==> src/rtl/data_mem_ctrl_pkg.sv <==
// Shared opcode/state types and opcode decode helpers for data_mem_ctrl.
package data_mem_ctrl_pkg;

  localparam int unsigned DataAddrBus = 32;
  localparam int unsigned DataBus     = 32;

  typedef enum logic [3:0] {
    OP_NOP = 4'b0000,
    OP_LB  = 4'b0001,
    OP_LBU = 4'b0010,
    OP_LH  = 4'b0011,
    OP_LHU = 4'b0100,
    OP_LW  = 4'b0101,
    OP_LL  = 4'b0110,
    OP_SB  = 4'b1001,
    OP_SH  = 4'b1010,
    OP_SW  = 4'b1011,
    OP_SC  = 4'b1100
  } mem_op_e;

  typedef enum logic [1:0] {
    ST_IDLE,
    ST_ACCESS,
    ST_DONE
  } state_e;

  function automatic logic is_load(input logic [3:0] op);
    return op inside {OP_LB, OP_LBU, OP_LH, OP_LHU, OP_LW, OP_LL};
  endfunction

  function automatic logic is_store(input logic [3:0] op);
    return op inside {OP_SB, OP_SH, OP_SW, OP_SC};
  endfunction

  function automatic logic is_misaligned(input logic [3:0] op, input logic [1:0] offset);
    case (op)
      OP_LH, OP_LHU, OP_SH:        return offset[0];
      OP_LW, OP_LL, OP_SW, OP_SC:  return offset != 2'b00;
      default:                     return 1'b0;
    endcase
  endfunction

endpackage

==> src/rtl/data_mem_ctrl_lane_align.sv <==
// Combinational byte-lane steering: byte enables, store replication and
// load extraction/extension for a big-endian word RAM (lane 0 = bits 31:24).
module data_mem_ctrl_lane_align
  import data_mem_ctrl_pkg::*;
(
  input  logic [3:0]         op,
  input  logic [1:0]         offset,
  input  logic [DataBus-1:0] wdata,
  input  logic [DataBus-1:0] ram_rdata,
  output logic [3:0]         sel,
  output logic [DataBus-1:0] ram_wdata,
  output logic [DataBus-1:0] load_data
);

  logic [7:0]  byte_lane;
  logic [15:0] half_lane;

  always_comb begin
    case (offset)
      2'd0:    byte_lane = ram_rdata[31:24];
      2'd1:    byte_lane = ram_rdata[23:16];
      2'd2:    byte_lane = ram_rdata[15:8];
      default: byte_lane = ram_rdata[7:0];
    endcase
    half_lane = offset[1] ? ram_rdata[15:0] : ram_rdata[31:16];
  end

  always_comb begin
    sel = '0;
    case (op)
      OP_LB, OP_LBU, OP_SB:       sel = 4'b1000 >> offset;
      OP_LH, OP_LHU, OP_SH:       sel = offset[1] ? 4'b0011 : 4'b1100;
      OP_LW, OP_LL, OP_SW, OP_SC: sel = 4'b1111;
      default:                    sel = '0;
    endcase
  end

  always_comb begin
    ram_wdata = '0;
    case (op)
      OP_SB:        ram_wdata = {4{wdata[7:0]}};
      OP_SH:        ram_wdata = {2{wdata[15:0]}};
      OP_SW, OP_SC: ram_wdata = wdata;
      default:      ram_wdata = '0;
    endcase
  end

  always_comb begin
    load_data = '0;
    case (op)
      OP_LB:        load_data = {{24{byte_lane[7]}}, byte_lane};
      OP_LBU:       load_data = {24'd0, byte_lane};
      OP_LH:        load_data = {{16{half_lane[15]}}, half_lane};
      OP_LHU:       load_data = {16'd0, half_lane};
      OP_LW, OP_LL: load_data = ram_rdata;
      default:      load_data = '0;
    endcase
  end

endmodule

==> src/rtl/data_mem_ctrl.sv <==
// Load/store controller between the MEM stage and the byte-lane data RAM.
// Define DATA_MEM_CTRL_LLSC_EN to build the LL/SC link bit.
module data_mem_ctrl
  import data_mem_ctrl_pkg::*;
#(
  parameter int unsigned WAIT_CYCLES = 0
)
(
  input  logic                   clk,
  input  logic                   rst,
  input  logic                   req_valid,
  input  logic [3:0]             req_op,
  input  logic [DataAddrBus-1:0] req_addr,
  input  logic [DataBus-1:0]     req_wdata,
  input  logic                   flush,
  output logic                   stall_req,
  output logic                   done,
  output logic [DataBus-1:0]     rdata,
  output logic                   excp_adel,
  output logic                   excp_ades,
  output logic                   ram_ce,
  output logic                   ram_we,
  output logic [DataAddrBus-1:0] ram_addr,
  output logic [3:0]             ram_sel,
  output logic [DataBus-1:0]     ram_wdata,
  input  logic [DataBus-1:0]     ram_rdata
);

  state_e           state;
  logic [3:0]       op_q;
  logic [31:0]      addr_q;
  logic [31:0]      wdata_q;
  logic [3:0]       cnt;
  logic             access;
  logic             last_cycle;
  logic             sc_fail;
  logic [3:0]       lane_sel;
  logic [31:0]      lane_wdata;
  logic [31:0]      load_data;

  data_mem_ctrl_lane_align u_lane (
    .op        (op_q),
    .offset    (addr_q[1:0]),
    .wdata     (wdata_q),
    .ram_rdata (ram_rdata),
    .sel       (lane_sel),
    .ram_wdata (lane_wdata),
    .load_data (load_data)
  );

  assign access     = (state == ST_ACCESS);
  assign last_cycle = access && (cnt == 4'(WAIT_CYCLES));

  assign ram_ce    = access;
  assign ram_addr  = access ? {addr_q[31:2], 2'b00} : '0;
  assign ram_sel   = access ? lane_sel : '0;
  assign ram_wdata = access ? lane_wdata : '0;
  // Write strobe is combinational so flush/reset can veto the one write.
  assign ram_we    = last_cycle && is_store(op_q) && !flush && !rst;
  assign stall_req = !rst && (((state == ST_IDLE) && req_valid && !flush) || access);

`ifdef DATA_MEM_CTRL_LLSC_EN
  logic        link;
  logic [29:0] link_addr;

  assign sc_fail = (req_op == OP_SC) && !(link && (link_addr == req_addr[31:2]));

  always_ff @(posedge clk) begin
    if (rst || flush) begin
      link <= 1'b0;
    end else if (last_cycle && (op_q == OP_LL)) begin
      link      <= 1'b1;
      link_addr <= addr_q[31:2];
    end else if (ram_we && (addr_q[31:2] == link_addr)) begin
      link <= 1'b0;
    end
  end
`else
  assign sc_fail = 1'b0;
`endif

  always_ff @(posedge clk) begin
    if (rst) begin
      state     <= ST_IDLE;
      op_q      <= '0;
      addr_q    <= '0;
      wdata_q   <= '0;
      cnt       <= '0;
      done      <= 1'b0;
      rdata     <= '0;
      excp_adel <= 1'b0;
      excp_ades <= 1'b0;
    end else begin
      done      <= 1'b0;
      rdata     <= '0;
      excp_adel <= 1'b0;
      excp_ades <= 1'b0;
      if (flush) begin
        state <= ST_IDLE;
        cnt   <= '0;
      end else begin
        case (state)
          ST_IDLE: begin
            if (req_valid) begin
              op_q    <= req_op;
              addr_q  <= req_addr;
              wdata_q <= req_wdata;
              if (is_misaligned(req_op, req_addr[1:0])) begin
                state     <= ST_DONE;
                done      <= 1'b1;
                excp_adel <= is_load(req_op);
                excp_ades <= is_store(req_op);
              end else if ((is_load(req_op) || is_store(req_op)) && !sc_fail) begin
                state <= ST_ACCESS;
              end else begin
                state <= ST_DONE;
                done  <= 1'b1;
              end
            end
          end
          ST_ACCESS: begin
            if (last_cycle) begin
              state <= ST_DONE;
              cnt   <= '0;
              done  <= 1'b1;
              if (is_load(op_q))
                rdata <= load_data;
              else if (op_q == OP_SC)
                rdata <= 32'd1;
            end else begin
              cnt <= cnt + 4'd1;
            end
          end
          ST_DONE: state <= ST_IDLE;
          default: state <= ST_IDLE;
        endcase
      end
    end
  end

endmodule

==> config.mk <==
export PLATFORM = sky130hd
export DESIGN_NAME = data_mem_ctrl
export DESIGN_NICKNAME = d
export VERILOG_FILES = /design/src/rtl/data_mem_ctrl_pkg.sv /design/src/rtl/data_mem_ctrl_lane_align.sv /design/src/rtl/data_mem_ctrl.sv
export SDC_FILE = /design/constraint.sdc
export NUM_CORES = 1
export LEC_CHECK = 0
export CAP_MARGIN = 10
export CORE_MARGIN = 3
export CORE_UTILIZATION = 35
export DETAILED_ROUTE_END_ITERATION = 8
export DONT_BUFFER_PORTS = 1
export GPL_TIMING_DRIVEN = 0
export PLACE_DENSITY = 0.57
export RECOVER_POWER = 100
export SYNTH_ARGS = -nofsm -noshare
export SYNTH_HDL_FRONTEND = slang
export SYNTH_SLANG_ARGS = --single-unit
export TNS_END_PERCENT = 100
==> constraint.sdc <==
create_clock -name clk -period 5.2 [get_ports clk]
set_clock_uncertainty 0.15 [all_clocks]
set_input_delay 0.52 -clock clk [delete_from_list [all_inputs] [get_ports clk]]
set_output_delay 0.52 -clock clk [all_outputs]
set_load 0.01 [all_outputs]
==> results.toml, run 1 <==
[power_and_ir_drop]
comb_power_share_pct = 9.2
internal-power_mw = 1.39
p_sw_uw = 431
total_power_mw = 1.82
peakVddDrop_mv = 0.179
p_per_area_nw_per_um2 = 320
p_sw_share_pct = 23.7
pwr-share-clk_pct = 42.5
power_frac_seq_pct = 48.4
p_leak_nw = 1.89

[floorplanning]
die-area_um2 = 16200
num_io_pins = 210
num_rows = 43
design.core.area_um2 = 14100
die_h_um = 127
die_x_um = 127
initial_utilization_pct = 36.4

[cts]
cts_resized = 0
cts_root_buf = "clkbuf_16"
clock_latency_ns = 0.35
ctsHtreeMaxLevel = 3
cts_tree = "done"
holdBufCountCts = 0
cts_setup_buffers = 0
cts_made_buffers = 9
cts_buffer_depth = 2
cts_sinks = 109
path_clk_slew_ns = 0.07

[yosys]
synthCells = 658
seq_area_frac_synth_pct = 42.3
avgSynthCellArea_um2 = 7.84
yosys.area.top_type_share_pct = 42.3
yosysTopAreaCell = "dfxtp_1"
synth.distinct_cells = 62
synth_seq_cells = 109
synth_edf_count = 0
syn_area_um2 = 5160
synthArstFlopShare_pct = 0
ys_warn_count = 0
ys.flop_type = "dfxtp_1"
synth_area_leaders = "dfxtp_1, nand2_1, a21oi_1"

[sta]
worstMarginPinSlew_ns = 1.19
finalSetupTns_ns = 0
fin_crit_ns = 3.77
slew_headroom_pct = 20.7
hold_viol = 0
rsz0062_at_grt = "no"
fmax_ghz = 0.265
slew_viol_final = 0
fin_crit_sh_pct = 72.5
setup_violations = 0

[critical_path]
endpoint_kind = "output port"
rrSetupSlack_ns = 2.68
required_ns = 4.53
crit_arrival_ns = 3.10
rr_startpoint = "op_q[3]$_SDFFE_PP0P_"
cp-startpoint = "op_q[3]$_SDFFE_PP0P_"
start_kind = "flip-flop"
reg2reg_depth = 6
critPathKind = "reg -> out"
cp_max_fo = 10
r2r_end = "rdata[26]$_SDFF_PP0_"
crit_path_end = "ram_wdata[10]"

[layout]
post-route-cell-area_um2 = 5700
layout-drive-gt1-share_pct = 7.72
antenna_cells = 0
ff_latch_area_um2 = 2180
fin_cells = 854
multiInputGateArea_um2 = 2690
final_common_cell = "nand2_1"
fillers = 1455
fin_nets = 776
area_growth_pct = 10.5
mostFrequentLayoutCells = "nand2_1, dfxtp_1, a21oi_1"

[flow_run]
max_cap_violations = 0

[routing]
drt_iter0_drc = 284
post-route-drc-count = 0
wl_per_cell_um = 18.1
ant_nets = 0
vias = 4683
finalWirelength_um = 15500
viasPerCell = 5.48
dr.pass1.iters = 5

[global_routing]
grt_pass1_vias = 4626
grt_max_degree = 18
groute.usage.overall_pct = 18.5
gr-usage-met2_pct = 31.4
grt_pass1_wl_um = 24000
gr-usage-met3_pct = 6.44
busiest_layer = "met2"
met1_usage_pct = 22.0
overflow = 0
antenna_found_initial = 0

[min_path]
hold_start = "flush"
whs_path_depth = 1
hp-class = "in -> reg"

[placed_design]
dpl_cell_area_um2 = 5390
hpwl_um = 12000
port-buffer-count = 0
dp.cells = 839
gp_congestion = 0.887

[run_status]
outcome = "finished clean"
## stage by stage
step	util [%]	setup WS (ns)	hold slack, ns
floorplan	-	2.93	0.282
global placement	38.1	2.61	0.289
detailed placement	38.1	2.58	0.295
CTS	40.4	2.19	0.0707
global route	40.3	1.12	0.0676
finish	40.3	1.43	0.0904
## cell usage after synthesis, drive strengths merged, types with 11 or more instances
cell	count
a21oi	106
a22oi	14
and2	39
buf	25
clkbuf	27
dfxtp	109
nand2	178
nand3	11
nor2	23
nor3	15
o21ai	16
## sequential cells by signal, indices dropped and copies added, names as in the netlist
name / cells
addr_q: 32
rdata: 32
wdata_q: 32
cnt: 4
op_q: 4
state: 2
done: 1
excp_adel: 1
excp_ades: 1
## per-layer routing
metal,up-vias,wire length (um)
met1,2181,6230
met5,-,0
met4,0,255
met3,21,1610
li1,2274,-
met2,207,7400
## layout make-up
| cell class | count | share of cell area [%] |
|---|---|---|
| multi-input combinational | 494 | 47.2 |
| sequential | 109 | 38.3 |
| clock inverter | 6 | 1.95 |
| tap | 180 | 3.95 |
| inverter | 4 | 0.263 |
| clock buffer | 9 | 3.95 |
| buffer | 52 | 4.35 |
## cells by family after synthesis
group | share of synthesized area [%]
AND/OR/NAND/NOR | 26.6
AO/OA/AOI/OAI | 21.5
flip-flops | 42.3
buffers and inverters | 5.29
multiplexers | 3.06
adder cells (fa/ha/maj) | 0.679
XOR/XNOR | 0.485
other | 0.0727
## power by group through the flow
stage	clock network, mW	logic (mW)	registers (mW)
2_1_floorplan	0	0.132	0.894
3_3_place_gp	0	0.164	0.899
3_5_place_dp	0	0.169	0.900
4_1_cts	0.792	0.169	0.881
5_1_grt	0.828	0.190	0.885
6_report	0.775	0.167	0.882
## critical path: stages (launching register included)
cell and delay [ns]:
dfxtp_1 0.31, clkbuf_1 0.39, inv_1 0.31, nor3b_1 1.01
a22oi_1 0.25, o21ai_0 0.48
## worst min-delay path by stage
stage / endpoint
6_report: cnt[1]$_SDFFE_PP0P_
5_1_grt: cnt[3]$_SDFFE_PP0P_
4_1_cts: cnt[1]$_SDFFE_PP0P_
3_5_place_dp: addr_q[3]$_SDFFE_PP0P_
3_3_place_gp: addr_q[12]$_SDFFE_PP0P_
2_1_floorplan: addr_q[10]$_SDFFE_PP0P_
Power figures use the tool's default switching activity.
==> run 2, diff against run 1 <==
==> constraint.sdc (replaced) <==
create_clock -name clk -period 3.75 [get_ports clk]
set_clock_uncertainty 0.15 [all_clocks]
set_input_delay 0.375 -clock clk [delete_from_list [all_inputs] [get_ports clk]]
set_output_delay 0.375 -clock clk [all_outputs]
set_load 0.01 [all_outputs]
==> results.toml, run 2 (same netlist as run 1, synthesis figures left out) <==
[run_status]
outcome = "finished clean"

[critical_path]
endpoint_kind = "output port"
crit_arrival_ns = 2.55
critPathKind = "reg -> out"
required_ns = 3.22
start_kind = "flip-flop"
path_cells = "clkbuf_1 > inv_2 > nor3b_2 > a22oi_1 > o21ai_0"
slowest_stage = "nor3b_2"
cp_max_fo = 10
crit_path_max_incr_delay_ns = 0.59

[global_routing]
overflow = 0
grt_max_degree = 18
grt_pass1_wl_um = 25300
grt_pass1_vias = 4925
groute.usage.overall_pct = 19.4
antenna_found_initial = 0

[cts]
holdBufCountCts = 58
cts_made_buffers = 9
cts_buffer_depth = 2
cts_root_buf = "clkbuf_16"
clock_latency_ns = 0.35
cts_setup_buffers = 0
cts_resized = 0
cts_tree = "done"
cts_sinks = 109
ctsHtreeMaxLevel = 3
path_clk_slew_ns = 0.07

[sta]
rsz0062_at_grt = "no"
finalSetupTns_ns = 0
fmax_ghz = 0.325
setup_violations = 0
fin_crit_ns = 3.08
fin_crit_sh_pct = 82.1
slew_viol_final = 0
hold_viol = 0
slew_headroom_pct = 40.9
worstMarginPinSlew_ns = 0.881

[floorplanning]
initial_utilization_pct = 36.4
die-area_um2 = 16200
design.core.area_um2 = 14100
num_io_pins = 210
die_h_um = 127
die_x_um = 127
num_rows = 43

[placed_design]
gp_congestion = 0.887
hpwl_um = 12000
port-buffer-count = 0
dpl_cell_area_um2 = 5390

[layout]
ff_latch_area_um2 = 2180
post-route-cell-area_um2 = 6300
layout-drive-gt1-share_pct = 7.36
mostFrequentLayoutCells = "nand2_1, dfxtp_1, a21oi_1"
area_growth_pct = 22.2
multiInputGateArea_um2 = 2700
final_common_cell = "nand2_1"
fin_nets = 836
top_regs = "addr_q (32), rdata (32), wdata_q (32)"
fillers = 1379
antenna_cells = 0

[power_and_ir_drop]
p_leak_nw = 2.14
p_per_area_nw_per_um2 = 410
peakVddDrop_mv = 0.254

[routing]
finalWirelength_um = 16100
ant_nets = 0
vias = 4945
wl_per_cell_um = 17.6
drt_iter0_drc = 274
dr.pass1.iters = 5
viasPerCell = 5.41
post-route-drc-count = 0

[flow_run]
max_cap_violations = 0

[min_path]
hp-class = "in -> reg"
==> run 2: cell types whose count changed in the layout (fill, tap and decap cells not counted) <==
cell,change
nor3b_1,-1
inv_1,-1
inv_2,+1
nor3b_2,+1
dlygate4sd3_1,+60
==> run 2: layer usage <==
| metal | track usage [%] | vias to the layer above | part of all wire [%] |
|---|---|---|---|
| li1 | - | 2396 | - |
| met5 | 0 | - | 0 |
| met2 | 34.1 | 218 | 49 |
| met3 | 5.77 | 27 | 8.9 |
| met4 | 5.49 | 0 | 1.5 |
| met1 | 23.0 | 2304 | 40 |
==> run 2: worst paths after layout <==
path,startpoint,end,slack [ns],depth (start not counted)
worst max-delay path,op_q[3]$_SDFFE_PP0P_,ram_wdata[11],0.67,5
worst min-delay path,req_wdata[20],wdata_q[20]$_SDFFE_PP0P_,0.01,2
worst min register to register,addr_q[28]$_SDFFE_PP0P_,addr_q[28]$_SDFFE_PP0P_,0.31,2
worst max register to register,op_q[3]$_SDFFE_PP0P_,rdata[26]$_SDFF_PP0_,1.17,6
==> run 2: power by group <==
part / internal (mW) / switching (mW) / total (mW)
sequential: 1.20 / 0.0265 / 1.22
clock: 0.650 / 0.426 / 1.08
combinational: 0.126 / 0.161 / 0.287
total: 1.97 / 0.614 / 2.59
==> run 2: area by class of cell <==
class	instances	area share [%]
well taps	180	3.57
repair buffers	60	9.53
plain buffers	52	3.93
inverters	4	0.238
clock buffers	9	3.57
flip-flops and latches	109	34.6
multi-input cells	494	42.8
clock inverters	6	1.77
==> run 2: metrics by stage <==
stage | utilization (%) | setup slack, ns | total power [mW] | hold slack [ns] | std cells
2_1_floorplan | - | 1.69 | 1.42 | 0.282 | 659
3_3_place_gp | 38.1 | 1.31 | 1.47 | 0.289 | 839
3_5_place_dp | 38.1 | 1.28 | 1.48 | 0.295 | 839
4_1_cts | 44.5 | 0.883 | 2.61 | 0.000000833 | 912
5_1_grt | 44.6 | 0.427 | 2.70 | 0.00871 | 914
6_report | 44.6 | 0.672 | 2.59 | 0.0128 | 914
==> run 2: worst max-delay path: cells and delay by family (launching register included) <==
| kind | cells | cell delay (ns) |
|---|---|---|
| compound gates | 2 | 0.67 |
| buf+inv | 2 | 0.64 |
| flops | 1 | 0.31 |
| simple gates | 1 | 0.59 |
